### src/rtl/rv32i_fetch_unit_if.sv
// Handshake bundle between the fetch unit, instruction memory and the core.
// master: the fetch unit side; slave: the memory/core environment side.
interface rv32i_fetch_unit_if;
  logic        redirect_valid;
  logic [31:0] redirect_pc;
  logic        mem_req_valid;
  logic        mem_req_ready;
  logic [31:0] mem_req_addr;
  logic        mem_rsp_valid;
  logic [31:0] mem_rsp_data;
  logic        instr_valid;
  logic        instr_ready;
  logic [31:0] instr_data;
  logic [31:0] instr_pc;
  logic        fetch_fault;

  modport master (
    input  redirect_valid, redirect_pc,
    output mem_req_valid, mem_req_addr,
    input  mem_req_ready,
    input  mem_rsp_valid, mem_rsp_data,
    output instr_valid, instr_data, instr_pc,
    input  instr_ready,
    output fetch_fault
  );

  modport slave (
    output redirect_valid, redirect_pc,
    input  mem_req_valid, mem_req_addr,
    output mem_req_ready,
    output mem_rsp_valid, mem_rsp_data,
    input  instr_valid, instr_data, instr_pc,
    output instr_ready,
    input  fetch_fault
  );
endinterface

### src/rtl/rv32i_fetch_unit.sv
// RV32I instruction fetch stage: sequential prefetch into a small FIFO with
// credit-limited memory requests, redirect flush and stale-response dropping.
module rv32i_fetch_unit #(
  parameter logic [31:0] RESET_PC   = 32'h0040_0000,
  parameter int unsigned FIFO_DEPTH = 2
) (
  input  logic               clk,
  input  logic               rst,
  rv32i_fetch_unit_if.master bus
);

  localparam int unsigned AW = (FIFO_DEPTH > 1) ? $clog2(FIFO_DEPTH) : 1;
  localparam int unsigned CW = $clog2(FIFO_DEPTH) + 1;

  typedef logic [CW-1:0] cnt_t;
  typedef logic [AW-1:0] ptr_t;

  logic [31:0] fetch_pc_q, fetch_pc_d;
  logic [31:0] rsp_pc_q, rsp_pc_d;
  cnt_t        out_q, out_d;
  cnt_t        occ_q, occ_d;
  cnt_t        drop_q, drop_d;
  logic        fault_q, fault_d;
  logic        req_v_q, req_v_d;
  ptr_t        wr_ptr_q, wr_ptr_d;
  ptr_t        rd_ptr_q, rd_ptr_d;
  logic [31:0] data_q [FIFO_DEPTH];
  logic [31:0] pc_q   [FIFO_DEPTH];

  logic        hs;
  logic        pop;
  logic        rsp_drop;
  logic        rsp_live;
  logic        push;
  logic        has_head;
  logic [CW:0] credit_used;

  assign has_head = (occ_q != '0);
  assign hs       = req_v_q & bus.mem_req_ready;
  assign pop      = has_head & bus.instr_ready;
  assign rsp_drop = bus.mem_rsp_valid & (drop_q != '0);
  assign rsp_live = bus.mem_rsp_valid & (drop_q == '0) & (out_q != '0);
  assign push     = rsp_live & ~bus.redirect_valid;

  // Next-state for pointers, counters and PCs; redirect overrides everything.
  always_comb begin
    fetch_pc_d = fetch_pc_q;
    rsp_pc_d   = rsp_pc_q;
    out_d      = out_q;
    occ_d      = occ_q;
    drop_d     = drop_q;
    fault_d    = fault_q;
    wr_ptr_d   = wr_ptr_q;
    rd_ptr_d   = rd_ptr_q;
    if (bus.redirect_valid) begin
      fetch_pc_d = bus.redirect_pc;
      rsp_pc_d   = bus.redirect_pc;
      out_d      = '0;
      occ_d      = '0;
      wr_ptr_d   = '0;
      rd_ptr_d   = '0;
      // every still-live request becomes a drop token; a response arriving now
      // has already retired its own request (live or dropped)
      drop_d     = drop_q + out_q + cnt_t'(hs) - cnt_t'(rsp_drop) - cnt_t'(rsp_live);
      fault_d    = fault_q | (bus.redirect_pc[1:0] != 2'b00);
    end else begin
      if (hs) begin
        fetch_pc_d = fetch_pc_q + 32'd4;
      end
      out_d  = out_q + cnt_t'(hs) - cnt_t'(rsp_live);
      drop_d = drop_q - cnt_t'(rsp_drop);
      if (push) begin
        rsp_pc_d = rsp_pc_q + 32'd4;
        wr_ptr_d = wr_ptr_q + ptr_t'(1);
      end
      if (pop) begin
        rd_ptr_d = rd_ptr_q + ptr_t'(1);
      end
      occ_d = occ_q + cnt_t'(push) - cnt_t'(pop);
    end
  end

  // Request valid is registered from the next-state credit so it is low in reset.
  always_comb begin
    credit_used = {1'b0, out_d} + {1'b0, occ_d};
    req_v_d     = (credit_used < (CW+1)'(FIFO_DEPTH)) && (drop_d == '0) && !fault_d;
  end

  // Control state registers.
  always_ff @(posedge clk or negedge rst) begin
    if (!rst) begin
      fetch_pc_q <= RESET_PC;
      rsp_pc_q   <= RESET_PC;
      out_q      <= '0;
      occ_q      <= '0;
      drop_q     <= '0;
      fault_q    <= 1'b0;
      req_v_q    <= 1'b0;
      wr_ptr_q   <= '0;
      rd_ptr_q   <= '0;
    end else begin
      fetch_pc_q <= fetch_pc_d;
      rsp_pc_q   <= rsp_pc_d;
      out_q      <= out_d;
      occ_q      <= occ_d;
      drop_q     <= drop_d;
      fault_q    <= fault_d;
      req_v_q    <= req_v_d;
      wr_ptr_q   <= wr_ptr_d;
      rd_ptr_q   <= rd_ptr_d;
    end
  end

  // Prefetch FIFO storage: instruction word plus its PC.
  always_ff @(posedge clk or negedge rst) begin
    if (!rst) begin
      for (int unsigned i = 0; i < FIFO_DEPTH; i++) begin
        data_q[i] <= '0;
        pc_q[i]   <= '0;
      end
    end else if (push) begin
      data_q[wr_ptr_q] <= bus.mem_rsp_data;
      pc_q[wr_ptr_q]   <= rsp_pc_q;
    end
  end

  assign bus.mem_req_valid = req_v_q;
  assign bus.mem_req_addr  = fetch_pc_q;
  assign bus.instr_valid   = has_head;
  assign bus.instr_data    = has_head ? data_q[rd_ptr_q] : '0;
  assign bus.instr_pc      = has_head ? pc_q[rd_ptr_q] : '0;
  assign bus.fetch_fault   = fault_q;

endmodule

### src/flat_wrapper.sv
// flat-port wrapper written by rule: the top's interface ports become plain ports
module rv32i_fetch_unit_flat 
#(
  parameter logic [31:0] RESET_PC   = 32'h0040_0000,
  parameter int unsigned FIFO_DEPTH = 2
)
  (clk, rst, bus_redirect_valid, bus_redirect_pc, bus_mem_req_valid, bus_mem_req_addr, bus_mem_req_ready, bus_mem_rsp_valid, bus_mem_rsp_data, bus_instr_valid, bus_instr_data, bus_instr_pc, bus_instr_ready, bus_fetch_fault);
  rv32i_fetch_unit_if bus_i ();
  input  logic clk;
  input  logic rst;
  input wire logic [$bits(bus_i.redirect_valid)-1:0] bus_redirect_valid;
  input wire logic [$bits(bus_i.redirect_pc)-1:0] bus_redirect_pc;
  output wire logic [$bits(bus_i.mem_req_valid)-1:0] bus_mem_req_valid;
  output wire logic [$bits(bus_i.mem_req_addr)-1:0] bus_mem_req_addr;
  input wire logic [$bits(bus_i.mem_req_ready)-1:0] bus_mem_req_ready;
  input wire logic [$bits(bus_i.mem_rsp_valid)-1:0] bus_mem_rsp_valid;
  input wire logic [$bits(bus_i.mem_rsp_data)-1:0] bus_mem_rsp_data;
  output wire logic [$bits(bus_i.instr_valid)-1:0] bus_instr_valid;
  output wire logic [$bits(bus_i.instr_data)-1:0] bus_instr_data;
  output wire logic [$bits(bus_i.instr_pc)-1:0] bus_instr_pc;
  input wire logic [$bits(bus_i.instr_ready)-1:0] bus_instr_ready;
  output wire logic [$bits(bus_i.fetch_fault)-1:0] bus_fetch_fault;
  assign bus_i.redirect_valid = bus_redirect_valid;
  assign bus_i.redirect_pc = bus_redirect_pc;
  assign bus_mem_req_valid = bus_i.mem_req_valid;
  assign bus_mem_req_addr = bus_i.mem_req_addr;
  assign bus_i.mem_req_ready = bus_mem_req_ready;
  assign bus_i.mem_rsp_valid = bus_mem_rsp_valid;
  assign bus_i.mem_rsp_data = bus_mem_rsp_data;
  assign bus_instr_valid = bus_i.instr_valid;
  assign bus_instr_data = bus_i.instr_data;
  assign bus_instr_pc = bus_i.instr_pc;
  assign bus_i.instr_ready = bus_instr_ready;
  assign bus_fetch_fault = bus_i.fetch_fault;
  rv32i_fetch_unit #(.RESET_PC(RESET_PC), .FIFO_DEPTH(FIFO_DEPTH)) u_core (.clk(clk), .rst(rst), .bus(bus_i));
endmodule
### config.mk
export PLATFORM = sky130hd
export DESIGN_NAME = rv32i_fetch_unit_flat
export DESIGN_NICKNAME = d
export VERILOG_FILES = /design/src/rtl/rv32i_fetch_unit_if.sv /design/src/rtl/rv32i_fetch_unit.sv /design/src/flat_wrapper.sv
export SDC_FILE = /design/constraint.sdc
export NUM_CORES = 1
export LEC_CHECK = 0
export BUFFER_PORTS_ARGS = -buffer_cell sky130_fd_sc_hd__buf_2
export CAP_MARGIN = 20
export CORE_MARGIN = 10
export CORE_UTILIZATION = 51
export CTS_CLUSTER_SIZE = 16
export DETAILED_ROUTE_END_ITERATION = 6
export PLACE_DENSITY = 0.85
export SETUP_SLACK_MARGIN = 0.2
export SLEW_MARGIN = 20
export SYNTH_ARGS = -nofsm -noshare
export SYNTH_HDL_FRONTEND = slang
export SYNTH_SLANG_ARGS = --single-unit
### constraint.sdc
create_clock -name clk -period 3 [get_ports clk]
set_input_delay 0.45 -clock clk [delete_from_list [all_inputs] [get_ports clk]]
set_output_delay 0.45 -clock clk [all_outputs]
set_load 0.02 [all_outputs]
After elaboration in Yosys (flattened, before gate mapping)
Index checks and enable logic that the tools add are counted.
{ "word_totals": {"register_bits": 202, "latch_bits": 0, "ramBits": 0, "mem_bits_ro": 0, "output_inout_bits": 99, "wordCells": 78, "mem_count": 0} }
{ "classes": {"add_sub_neg": 14, "mul": 0, "div": 0, "order_cmp": 4, "eq_ne": 0, "shift": 0, "muxes": 24, "bitwise": 10, "n_reduce_logical": 13} }
{ "op_table": {"columns": ["op", "n"], "rows": [
  ["$mux W32", 13],
  ["$bwmux W64", 2],
  ["$add A32 B3 Y32 const B", 2],
  ["$demux W32 S1", 1],
  ["$reduce_bool A2 Y1", 7],
  ["$sub A2 B1 Y2", 5],
  ["$add A2 B1 Y2", 3],
  ["$and A1 B1 Y1", 6],
  ["$mux W2", 3],
  ["$mux W1", 5],
  ["$ge A2 B2 Y1 const B", 2],
  ["$logic_not A2 Y1", 2],
  ["$not A1 Y2", 2],
  ["$add A2 B2 Y3", 1],
  ["$logic_and A1 B1 Y1", 3],
  ["$lt A3 B2 Y1 const B", 1],
  ["$add A1 B1 Y1 const B", 2],
  ["$add A2 B2 Y2", 1],
  ["$lt A2 B1 Y1 const B", 1],
  ["$logic_not A1 Y1", 1],
  ["$not A1 Y1", 1],
  ["$or A1 B1 Y1", 1]
]} }

Longest topological paths before layout
{ "depth": {"depth_word": 11, "mapped_depth": 12, "depth_no_buf": 12} }

Worst setup path after synthesis
No wires, ideal clock.
{ "synth_timing": {"path_kind": "reg-to-reg", "startpoint": "register u_core.out_q[1]", "endpoint": "register u_core.req_v_q (netlist: u_core.bus.mem_req_valid)", "setup_time_ns": 0.072, "arrival_ns": 3.043, "required_time_ns": 2.928, "setup_slack_ns": -0.115, "stages_incl_launch_ff": 12, "path_buffers": 0, "synth_period_minus_slack_ns": 3.115, "path_cell_list": "dfrtp_1 -> o21a_1 -> nand2_1 -> inv_1 -> fa_1 -> fa_1 -> inv_1 -> fa_1 -> nand2_1 -> o21ai_0 -> or4_1 -> nor2_1"} }
{ "synth_rtl": {"columns": ["element", "line_no", "source"], "rows": [
  ["start: declaration", "rv32i_fetch_unit.sv:20", "cnt_t out_q, out_d;"],
  ["start signal: assignment", "rv32i_fetch_unit.sv:104", "out_q <= out_d;"],
  ["$reduce_bool A2 Y1", "rv32i_fetch_unit.sv:42", "assign rsp_live = bus.mem_rsp_valid & (drop_q == '0) & (out_q != '0);"],
  ["$and A1 B1 Y1", "rv32i_fetch_unit.sv:42", null],
  ["$sub A2 B1 Y2", "rv32i_fetch_unit.sv:64", "drop_d = drop_q + out_q + cnt_t'(hs) - cnt_t'(rsp_drop) - cnt_t'(rsp_live);"],
  ["$mux W2", "rv32i_fetch_unit.sv:55", "if (bus.redirect_valid) begin"],
  ["via u_core.drop_d[0]", "rv32i_fetch_unit.sv:22", "cnt_t drop_q, drop_d;"],
  ["$logic_not A2 Y1", "rv32i_fetch_unit.sv:86", "req_v_d = (credit_used < (CW+1)'(FIFO_DEPTH)) && (drop_d == '0) && !fault_d;"],
  ["$logic_and A1 B1 Y1 (2 in series)", "rv32i_fetch_unit.sv:86", null],
  ["via u_core.req_v_d", "rv32i_fetch_unit.sv:24", "logic req_v_q, req_v_d;"],
  ["end signal: assignment", "rv32i_fetch_unit.sv:108", "req_v_q <= req_v_d;"],
  ["end: declaration", "rv32i_fetch_unit.sv:24", null]
]} }
The timed path passes the listed nets, and every way through them passes these cells.
A chain may end at the register's enable or synchronous reset.

Worst setup path after layout
Same ends and word-level chain as after synthesis.

==> qor.yml <==
status:
  status: "finished, violations left"
  failed_checks: "setup timing"
die:
  num_io_pins: 169
  die-area_um2: 26000
  start_util_pct: 52.0
  fp-row-count: 51
  die_h_um: 161
  core_area_um2: 19600
  die-width_um: 161
detailed_routing:
  drt_pre_antenna_iters: 5
  vias: 7800
  ant_nets: 0
  routed_wl_mm: 26.0
  drt_iter0_markers: 548
  route.detailed.wl_per_inst_um: 19.4
  viasPerCell: 5.82
  detail_route.drc_violations: 0
clock_tree:
  clk_pin_slew_worst_paths_ns: 0.06
  clock_latency_ns: 0.50
  postCtsSetupRepairBufs: 0
  ctsHtreeMaxLevel: 1
  clockBufferDepth: 3
  cts-buffers-inserted: 23
  cts_tree: "built"
  numClockSinks: 202
  cts_root_buf: "clkbuf_16"
place:
  place_area_um2: 11500
  port_buffers: 168
  place.gp.congestion: 0.871
  dp_hpwl_mm: 18.1
cells_and_area:
  stdcell_area_um2: 12200
  layout-drive-gt1-share_pct: 36.6
  syn_to_final_growth_pct: 20.1
  nFillCells: 1497
  final_nets: 1143
  num_antenna_cells: 0
power:
  max-vdd-ir-drop_mv: 0.355
  p_per_area_nw_per_um2: 587
  total_power_mw: 7.19
  cellLeakagePower_nw: 5.66
sta:
  rsz0062_at_grt: "true"
  finalHoldViolCount: 0
  max_slew_margin_pct: 48.1
  finalSetupViolCount: 1
  fmax_ghz: 0.327
  fin_ws_ns: -0.0565
  fin_crit_sh_pct: 102
  clock_skew_ns: 0.0163
  min_period_ns: 3.06
  worstMarginPinSlew_ns: 0.772
  maxSlewViolCount: 0
grt:
  antenna_found_initial: 0
  grt_pass1_vias: 7945
  grt_util_all_layers_pct: 19.4
  grt_pass1_wl_mm: 42.1
  grt_max_degree: 77
  grt_overflow: 0
setup_path:
  crit_start: "u_core.out_q[1]$_DFF_PN0_"
  worstPathArrival_ns: 3.49
  reg2reg_from: "u_core.out_q[1]$_DFF_PN0_"
  cp_slowest_stage_delay_ns: 0.51
  worst-path-max-fanout: 2
  crit_slowest_cell: "or4_1"
  worst_path_most_repeated_cell: "fa_1"
  critPathBufInv: 2
  crit_required_ns: 3.44
  start_kind: "flip-flop"
  reg2reg_to: "u_core.bus.mem_req_valid$_DFF_PN0_"
  path_depth: 11
  cp-end-kind: "flip-flop"
  cp_top_family: "adder cells"
  worstPathCellList: "o21a_1 -> nand2_2 -> inv_2 -> fa_1 -> fa_1 -> inv_1 -> fa_2 -> nand2_1 -> o21ai_1 -> or4_1 -> nor2_1"
  path_class: "reg2reg"
  cp-endpoint: "u_core.bus.mem_req_valid$_DFF_PN0_"
  r2r_slack_ns: -0.06
  r2r_cells: 11
synth:
  synth_warnings: 0
  synth_top_area_cell: "dfrtp_1"
  synthCells: 892
  yosysMostFrequentCell: "dfrtp_1"
  synth_cell_types: 56
  yosys-top-cells-count: "200 x dfrtp_1, 139 x mux2_2, 97 x nor2_1"
  ys_top_cells_by_area: "dfrtp_1 49%, mux2_2 15%, mux2i_1 6.5%, nor2_1 3.6%, xnor2_1 1.5%"
  synth.avg_cell_area_um2: 11.4
  synth-seq-area-share_pct: 49.6
  syn_area_um2: 10200
  syn-num-nets: 973
  synth-seq-cells: 202
  synth_edf_count: 0
  synth_flop_cell: "dfrtp_1"
  async_reset_ff_share_pct: 100
  synth_top_area_share_pct: 49.1
job:
  drv_cap: 0
hold_path:
  hp-class: "in2reg"
## area by class of cell
type / count / area [µm²] / area share (%)
sequential: 202 / 5060 / 41.4
multi-input combinational: 612 / 4830 / 39.5
timing repair buffer: 198 / 1160 / 9.52
clock buffer: 31 / 656 / 5.36
tap: 265 / 332 / 2.71
clock inverter: 8 / 100 / 0.818
inverter: 25 / 93.8 / 0.767
## per-stage QoR
step	setup WS, ns	setup TNS (ns)	util (%)	instances	hold slack (ns)
5_1_grt	-0.169	-0.169	62.5	1341	0.187
3_5_place_dp	-0.113	-0.113	58.5	1301	0.474
4_1_cts	-0.0141	-0.0141	62.4	1341	0.174
2_1_floorplan	0.0137	0	-	892	0.154
6_report	-0.0565	-0.0565	62.5	1341	0.188
3_3_place_gp	-0.0505	-0.0505	58.5	1301	0.467
## per-layer routing
| metal | vias to the layer above | global-route usage, % | routed length (µm) | part of all wire, % |
|---|---|---|---|---|
| li1 | 3598 | - | - | - |
| met2 | 304 | 32.4 | 12500 | 48 |
| met5 | - | 0 | 0 | 0 |
| met1 | 3857 | 25.1 | 11100 | 43 |
| met3 | 41 | 4.32 | 1910 | 7.3 |
| met4 | 0 | 4.80 | 444 | 1.7 |
## timing repair
item / in CTS / in global routing
endpoints found under the setup margin: 1 / 2
pin swaps: 0 / 2
resized for setup: 2 / 3
hold buffers: 1 / 0
endpoints found under the hold margin: 12 / 0
## sequential cells by signal, indices dropped and copies added, names as in the netlist
signal and cells:
u_core.data_q 64, u_core.pc_q 64, u_core.bus.mem_req_addr 32, u_core.rsp_pc_q 32, u_core.drop_q 2, u_core.occ_q 2
u_core.out_q 2, u_core.bus.fetch_fault 1, u_core.bus.mem_req_valid 1, u_core.rd_ptr_q 1, u_core.wr_ptr_q 1
## cells in the final DEF (no fill, tap or decap), types with 3 or more instances in the layout
cell type | Yosys | layout
fa_1 | 4 | 3
nor2_1 | 97 | 94
buf_4 | 6 | 22
clkbuf_16 | 0 | 23
clkbuf_1 | 24 | 3
nor3b_1 | 3 | 3
nand2_1 | 27 | 26
nand4_1 | 21 | 21
mux2_2 | 139 | 139
inv_1 | 24 | 23
nor3_1 | 13 | 13
a311oi_1 | 10 | 10
xnor2_1 | 18 | 18
buf_12 | 0 | 7
or4_1 | 15 | 15
o311a_1 | 3 | 3
and3_1 | 11 | 10
or3_1 | 3 | 3
nor4_1 | 21 | 21
ha_1 | 7 | 7
nand3_1 | 22 | 22
nor2b_1 | 9 | 9
o21ai_0 | 12 | 11
and2_1 | 8 | 8
xor2_1 | 10 | 10
a211oi_1 | 11 | 11
a31oi_1 | 16 | 16
dfrtp_1 | 200 | 198
mux2i_1 | 66 | 66
and4_1 | 7 | 7
buf_2 | 9 | 167
mux2_1 | 7 | 7
nand2b_1 | 5 | 5
clkbuf_8 | 0 | 6
a21oi_1 | 7 | 6
clkinv_2 | 0 | 3
o31ai_1 | 15 | 15
## power by group
part	switching, mW	total [mW]	internal [mW]
combinational	0.709	1.24	0.531
clock	1.06	2.76	1.70
sequential	0.250	3.19	2.94
total	2.02	7.19	5.17
## worst min path at each step
stage | cells after the start | endpoint | start
floorplan | 0 | u_core.bus.fetch_fault$_DFF_PN0_ | rst
global placement | 1 | u_core.pc_q[63]$_DFFE_PN0P_ | u_core.pc_q[63]$_DFFE_PN0P_
detailed placement | 1 | u_core.pc_q[33]$_DFFE_PN0P_ | u_core.pc_q[33]$_DFFE_PN0P_
CTS | 2 | u_core.data_q[34]$_DFFE_PN0P_ | bus_mem_rsp_data[2]
global route | 2 | u_core.data_q[51]$_DFFE_PN0P_ | bus_mem_rsp_data[19]
finish | 2 | u_core.data_q[34]$_DFFE_PN0P_ | bus_mem_rsp_data[2]
## cell families after synthesis
group / count (synthesis) / synth area share [%]
buffers and inverters: 78 / 3.28
AO/OA/AOI/OAI: 85 / 5.89
multiplexers: 212 / 22.6
adder cells (fa/ha/maj): 11 / 1.64
AND/OR/NAND/NOR: 275 / 14.3
XOR/XNOR: 29 / 2.64
flip-flops: 202 / 49.6
## worst reg2reg max path: stages (launching register included)
cell     delay [ns]
dfrtp_2        0.40
o21a_1         0.22
nand2_2        0.09
inv_2          0.04
fa_1           0.49
fa_1           0.42
inv_1          0.09
fa_2           0.44
nand2_1        0.08
o21ai_1        0.09
or4_1          0.51
nor2_1         0.12
(Power assumes the default switching activity.)
